==> config.mk <==
export PLATFORM = sky130hd
export DESIGN_NAME = mac_sequencer
export DESIGN_NICKNAME = d
export VERILOG_FILES = /design/src/rtl/mac_sequencer.sv
export SDC_FILE = /design/constraint.sdc
export NUM_CORES = 1
export LEC_CHECK = 0
export CELL_PAD_IN_SITES_DETAIL_PLACEMENT = 0
export CELL_PAD_IN_SITES_GLOBAL_PLACEMENT = 1
export CORE_ASPECT_RATIO = 2
export CORE_MARGIN = 3
export CORE_UTILIZATION = 27
export CTS_CLUSTER_SIZE = 40
export DETAILED_ROUTE_END_ITERATION = 12
export PLACE_DENSITY = 0.86
export SYNTH_ARGS = -nofsm -noshare
export SYNTH_HDL_FRONTEND = slang
export SYNTH_SLANG_ARGS = --single-unit
==> constraint.sdc <==
create_clock -name clk -period 2.05 [get_ports clk]
set_clock_uncertainty 0.05 [all_clocks]
set_input_delay 0.3075 -clock clk [delete_from_list [all_inputs] [get_ports clk]]
set_output_delay 0.3075 -clock clk [all_outputs]
set_load 0.1 [all_outputs]
==> src/rtl/mac_sequencer.sv <==
// Dot-product sequencer around an external combinational multiply-and-add unit.
// Pairs stream in on a valid/ready port; the finished sum is offered on a valid/ready result port.
module mac_sequencer #(
    parameter int unsigned DATA_WIDTH   = 8,
    parameter int unsigned LENGTH_WIDTH = 8
) (
    input  logic                      clk,
    input  logic                      reset_n,
    input  logic                      start,
    input  logic [LENGTH_WIDTH-1:0]   vector_length,
    output logic                      busy,
    input  logic                      in_valid,
    output logic                      in_ready,
    input  logic [DATA_WIDTH-1:0]     input_value,
    input  logic [7:0]                weight_value,
    output logic [2*DATA_WIDTH-1:0]   mac_add_value,
    output logic [DATA_WIDTH-1:0]     mac_input_value,
    output logic [7:0]                mac_weight_value,
    input  logic [2*DATA_WIDTH-1:0]   mac_output_value,
    output logic                      result_valid,
    input  logic                      result_ready,
    output logic [2*DATA_WIDTH-1:0]   result_value
);

    typedef enum logic [1:0] {
        StIdle,
        StAccum,
        StDone
    } state_t;

    localparam logic [LENGTH_WIDTH-1:0] LenOne = LENGTH_WIDTH'(1);

    state_t                    state;
    logic [2*DATA_WIDTH-1:0]   accumulator;
    logic [LENGTH_WIDTH-1:0]   remaining;

    // Status outputs are kept as flops so they carry no combinational input paths.
    always_ff @(posedge clk or negedge reset_n) begin
        if (!reset_n) begin
            state        <= StIdle;
            accumulator  <= '0;
            remaining    <= '0;
            busy         <= 1'b0;
            in_ready     <= 1'b0;
            result_valid <= 1'b0;
        end else begin
            unique case (state)
                StIdle: begin
                    if (start) begin
                        accumulator <= '0;
                        busy        <= 1'b1;
                        if (vector_length != '0) begin
                            remaining <= vector_length;
                            in_ready  <= 1'b1;
                            state     <= StAccum;
                        end else begin
                            result_valid <= 1'b1;
                            state        <= StDone;
                        end
                    end
                end
                StAccum: begin
                    // in_ready is high throughout this state, so in_valid alone marks a beat.
                    if (in_valid) begin
                        accumulator <= mac_output_value;
                        remaining   <= remaining - LenOne;
                        if (remaining == LenOne) begin
                            in_ready     <= 1'b0;
                            result_valid <= 1'b1;
                            state        <= StDone;
                        end
                    end
                end
                StDone: begin
                    if (result_ready) begin
                        result_valid <= 1'b0;
                        busy         <= 1'b0;
                        state        <= StIdle;
                    end
                end
                default: begin
                    in_ready     <= 1'b0;
                    result_valid <= 1'b0;
                    busy         <= 1'b0;
                    state        <= StIdle;
                end
            endcase
        end
    end

    assign mac_add_value    = accumulator;
    assign mac_input_value  = input_value;
    assign mac_weight_value = weight_value;
    assign result_value     = accumulator;

endmodule

# --- Word level (Yosys, flattened, before mapping) ---
# Index checks and enable logic that the tools add are counted.
totals:
  output_inout_bits: 51
  reg_bits: 29
classes:
  muxes: 26
  reduce_logical: 9
  n_eq_ne: 9
  bitwise: 2
  addsub: 1
op_table:
  columns: ["operator", "count"]
  rows:
  - ["$mux 16", 2]
  - ["$pmux 16 s2", 1]
  - ["$mux 8", 3]
  - ["$pmux 8 s2", 1]
  - ["$ne 2x2->1 const B", 6]
  - ["$mux 1", 10]
  - ["$mux 2", 5]
  - ["$reduce_and 5->1", 2]
  - ["$pmux 1 s3", 3]
  - ["$eq 8x1->1 const B", 1]
  - ["$reduce_and 4->1", 2]
  - ["$reduce_bool 8->1", 1]
  - ["$sub 8x1->8 const B", 1]
  - ["$pmux 2 s3", 1]
  - ["$reduce_and 3->1", 2]
  - ["$eq 2x1->1 const B", 1]
  - ["$eq 2x2->1 const B", 1]
  - ["$logic_not 2->1", 1]
  - ["$not 1->1", 2]
  - ["$reduce_bool 2->1", 1]

# --- Depth between registers and ports, before layout ---
depth:
  ltp_word: 4
  depth_mapped: 6
  depth_no_buf: 6

# --- Worst setup path after synthesis ---
# OpenSTA, ideal clock, no wires.
synth_timing:
  path_kind: "flip-flop to output port"
  from: "register accumulator[0] (netlist: mac_add_value[0])"
  to: "output port result_value[0]"
  path_slack_ns: 0.353
  t_arrival_ns: 1.340
  path_stages_with_launch: 2
  cell_sequence: "dfrtp_1 buf_4"
synth_rtl:
  columns: ["item", "line_no", "source"]
  rows:
  - ["from (decl)", "34", "logic [2*DATA_WIDTH-1:0] accumulator;"]
  - ["from (signal assigned)", "65", "accumulator <= mac_output_value;"]
  - ["to (decl)", "22", "output logic [2*DATA_WIDTH-1:0] result_value"]
# No word-level cell between the ends.

# --- Final worst setup path ---
layout_timing:
  from: "input port vector_length[2]"
  to: "register remaining[2]"
layout_between:
  elab_chain_cells: 3
  word_cells_on_any_way: 6
layout_lines:
  columns: ["item", "line_no", "source"]
  rows:
  - ["from (decl)", "10", "input logic [LENGTH_WIDTH-1:0] vector_length,"]
  - ["$reduce_bool 8->1 / $mux 8 (equally long branches)", "52", "if (vector_length != '0) begin"]
  - ["$ne 2x2->1 (no source line) / $mux 8 (equally long branches)", null, null]
  - ["$reduce_and 4->1 (no source line) / $pmux 8 s2 (equally long branches)", null, null]
  - ["to (signal assigned)", "53", "remaining <= vector_length;"]
  - ["to (signal assigned)", "66", "remaining <= remaining - LenOne;"]
  - ["to (decl)", "35", "logic [LENGTH_WIDTH-1:0] remaining;"]
# Several ways; a longest one is shown, not always the timed one. The select of a mux whose other input is x is not followed.
# A chain may end at the register's enable or synchronous reset.

==> reports/qor.csv <==
stage,metric,value,unit
run_status,status,finished clean,
synthesis,Unique masters post-synth,39,
floorplanning,Die Y,118,um
synthesis,main area contributors after synthesis,"dfrtp_1 (43%), buf_4 (15%), nand2_1 (8.4%)",
worst_setup_path,critical path class,input port to flop,
clock_network,Clock Latency Late Sink,0.26,ns
floorplanning,Core ar.,0.00606,sq mm
routing,routed len/inst,12.8,um
clock_network,H-tree depth,2,
global_routing,number of global-route vias before repair,1473,
synthesis,prevailing post-synth register cell,dfrtp_1,
sta,RSZ-0062 raised after global routing,false,
layout,Area Growth Syn to Fin,37.6,%
placement,dpl hpwl,3310,um
synthesis,Post-synth ARST share,100,%
sta,post-layout minimum cycle time,1.83,ns
synthesis,Post-synth EDFFs,0,
routing,DRT antenna net count,0,
routing,drt drc,0,
global_routing,grt peak-use layer,met2,
clock_network,clock buffer count from CTS,5,
global_routing,Tot GR Track Use,12.2,%
routing,Detailed Route Iter0 Violations,46,
worst_setup_path,worst-path fanout max,3,
synthesis,#FFs+latches synth,29,
layout,most frequent cells in the layout,"buf_4 (52), nand2_1 (38), dfrtp_1 (29), clkdlybuf4s50_1 (28), nand3_1 (16)",
sta,fin. max-slew vios,0,
global_routing,largest net degree at the start of global routing,30,
routing,Vias,1434,
global_routing,initial antenna violation count,0,
layout,"leading cell type in the layout, fill and taps excluded",buf_4,
synthesis,dominant cell type by area after synthesis,dfrtp_1,
synthesis,"Avg Cell Area, Syn",8.75,sq um
sta,period utilisation layout,89.3,%
floorplanning,# rows,40,
sta,fmax,546,MHz
worst_setup_path,CP Capture Type,flop,
worst_setup_path,R2R setup slack,0.37,ns
sta,count of final hold-check violations,0,
floorplanning,die area,0.00733,sq mm
layout,# diodes,0,
global_routing,GR Util met3,2.40,%
routing,final WL,4130,um
clock_network,clock slew at reported path FFs,0.05,ns
placement,Post-Place Cell Area,0.00218,sq mm
synthesis,post-synth top area share,42.7,%
global_routing,met2 Usage GRT,23.2,%
worst_setup_path,Crit path required time,2.15,ns
sta,Slew HR,63.3,%
sta,final setup TNS,0,ns
placement,Placement Setup Slack,-0.183,ns
clock_network,Post-CTS Hold Fix Bufs,0,
global_routing,GR Layer Usage met1,11.1,%
synthesis,synthesized area,0.00170,sq mm
clock_network,Clock Sinks,29,
synthesis,warnings from Yosys,0,
layout,# fillers,634,
worst_setup_path,Critical Path AT,1.93,ns
layout,layout net count,286,
global_routing,total grt overflow,0,
synthesis,register area share after synthesis,42.7,%
synthesis,Syn Inst Count,194,
routing,Via density,4.44,
floorplanning,IO Pins,96,
sta,Final Setup Violations,0,
routing,Initial DRT Pass Iterations,4,
sta,fin worst setup slack,0.219,ns
placement,PortBufs,63,
global_routing,first-pass GRT wire length,6760,um
placement,Routability Congestion,0.826,
layout,layout cells sized above 1,27.2,%
floorplanning,Starting Density,28.0,%
worst_setup_path,Worst setup SP type,input port,
layout,Final Cell Area,0.00234,sq mm
min_path,hold crit path type,input port to asynchronous set/reset pin,
run,max-cap viol count,0,
clock_network,Clock Path Buffers,2,
synthesis,Synthesized Nets,241,
sta,actual slew at the worst max-slew pin,0.551,ns
floorplanning,Die W,62.1,um
clock_network,CTS tree,done,
clock_network,clock root buffer,clkbuf_16,
==> metrics by stage <==
step	std cells	utilization, %	hold WS [ns]
2_1_floorplan	194	-	-0.0381
3_3_place_gp	316	36.0	0.425
3_5_place_dp	316	36.0	0.432
4_1_cts	323	38.4	0.399
5_1_grt	323	38.6	0.429
6_report	323	38.6	0.386
==> logic make-up (layout without fill, tap and decap cells) <==
group / Yosys count / count (layout) / share of synthesized area [%]
AND/OR/NAND/NOR: 77 / 77 / 21.9
buffers and inverters: 46 / 91 / 18.1
AO/OA/AOI/OAI: 39 / 39 / 15.3
flip-flops: 29 / 29 / 42.7
adder cells (fa/ha/maj): 2 / 2 / 1.47
multiplexers: 1 / 1 / 0.590
==> repair_timing <==
item | in CTS | in global routing
setup endpoints to repair | 0 | 5
buffers inserted | 0 | 0
resized for setup | 0 | 1
==> area by class of cell <==
cell class	count	area, sq um	area share, %
multi-input combinational	119	677	29.0
sequential	29	726	31.1
tap	84	105	4.50
clock buffer	7	143	6.11
inverter	4	15.0	0.643
timing repair buffer	80	671	28.7
==> routing by layer <==
| layer | vias to the layer above | routed length [um] |
|---|---|---|
| li1 | 720 | - |
| met4 | 0 | 109 |
| met3 | 11 | 220 |
| met5 | - | 0 |
| met2 | 44 | 2460 |
| met1 | 659 | 1340 |
==> worst max-delay path, cell delays in order <==
cell and delay, ns:
clkdlybuf4s50_1 0.43, nor4_2 0.48, buf_4 0.21, nand2_1 0.06
o31ai_1 0.21, buf_4 0.16, o2bb2ai_1 0.06
==> synth_stat cells (2+ instances only) <==
library cell  number
buf_2              5
o21a_1             2
nand3_1           16
nor2_1             9
nor3b_1            2
a21o_1             2
o21ai_0            6
buf_4             34
o2bb2ai_1          2
a21oi_1           11
nor4_2             2
o22ai_1            3
a2bb2oi_1          2
a31oi_1            2
dfrtp_1           29
ha_1               2
clkbuf_1           3
inv_1              4
nand2_1           38
==> flip-flops by register name, indices dropped and copies added (netlist names) <==
name           cells
state              2
mac_add_value     16
busy               1
result_valid       1
in_ready           1
remaining          8
==> worst paths after layout <==
| kind | startpoint | end | depth (start not counted) |
|---|---|---|---|
| worst max-delay path | vector_length[2] | remaining[2] | 7 |
| worst min-delay path | reset_n | busy | 2 |
| worst max register to register | state[0] | remaining[2] | 4 |
| worst min register to register | mac_add_value[15] | mac_add_value[15] | 2 |
| max in group asynchronous | reset_n | mac_add_value[7] | 2 |
| min in group clk | mac_add_value[15] | mac_add_value[15] | 2 |
Power is not shown: default switching activity piles up to over one toggle a cycle in this logic, so the estimate is an artifact.
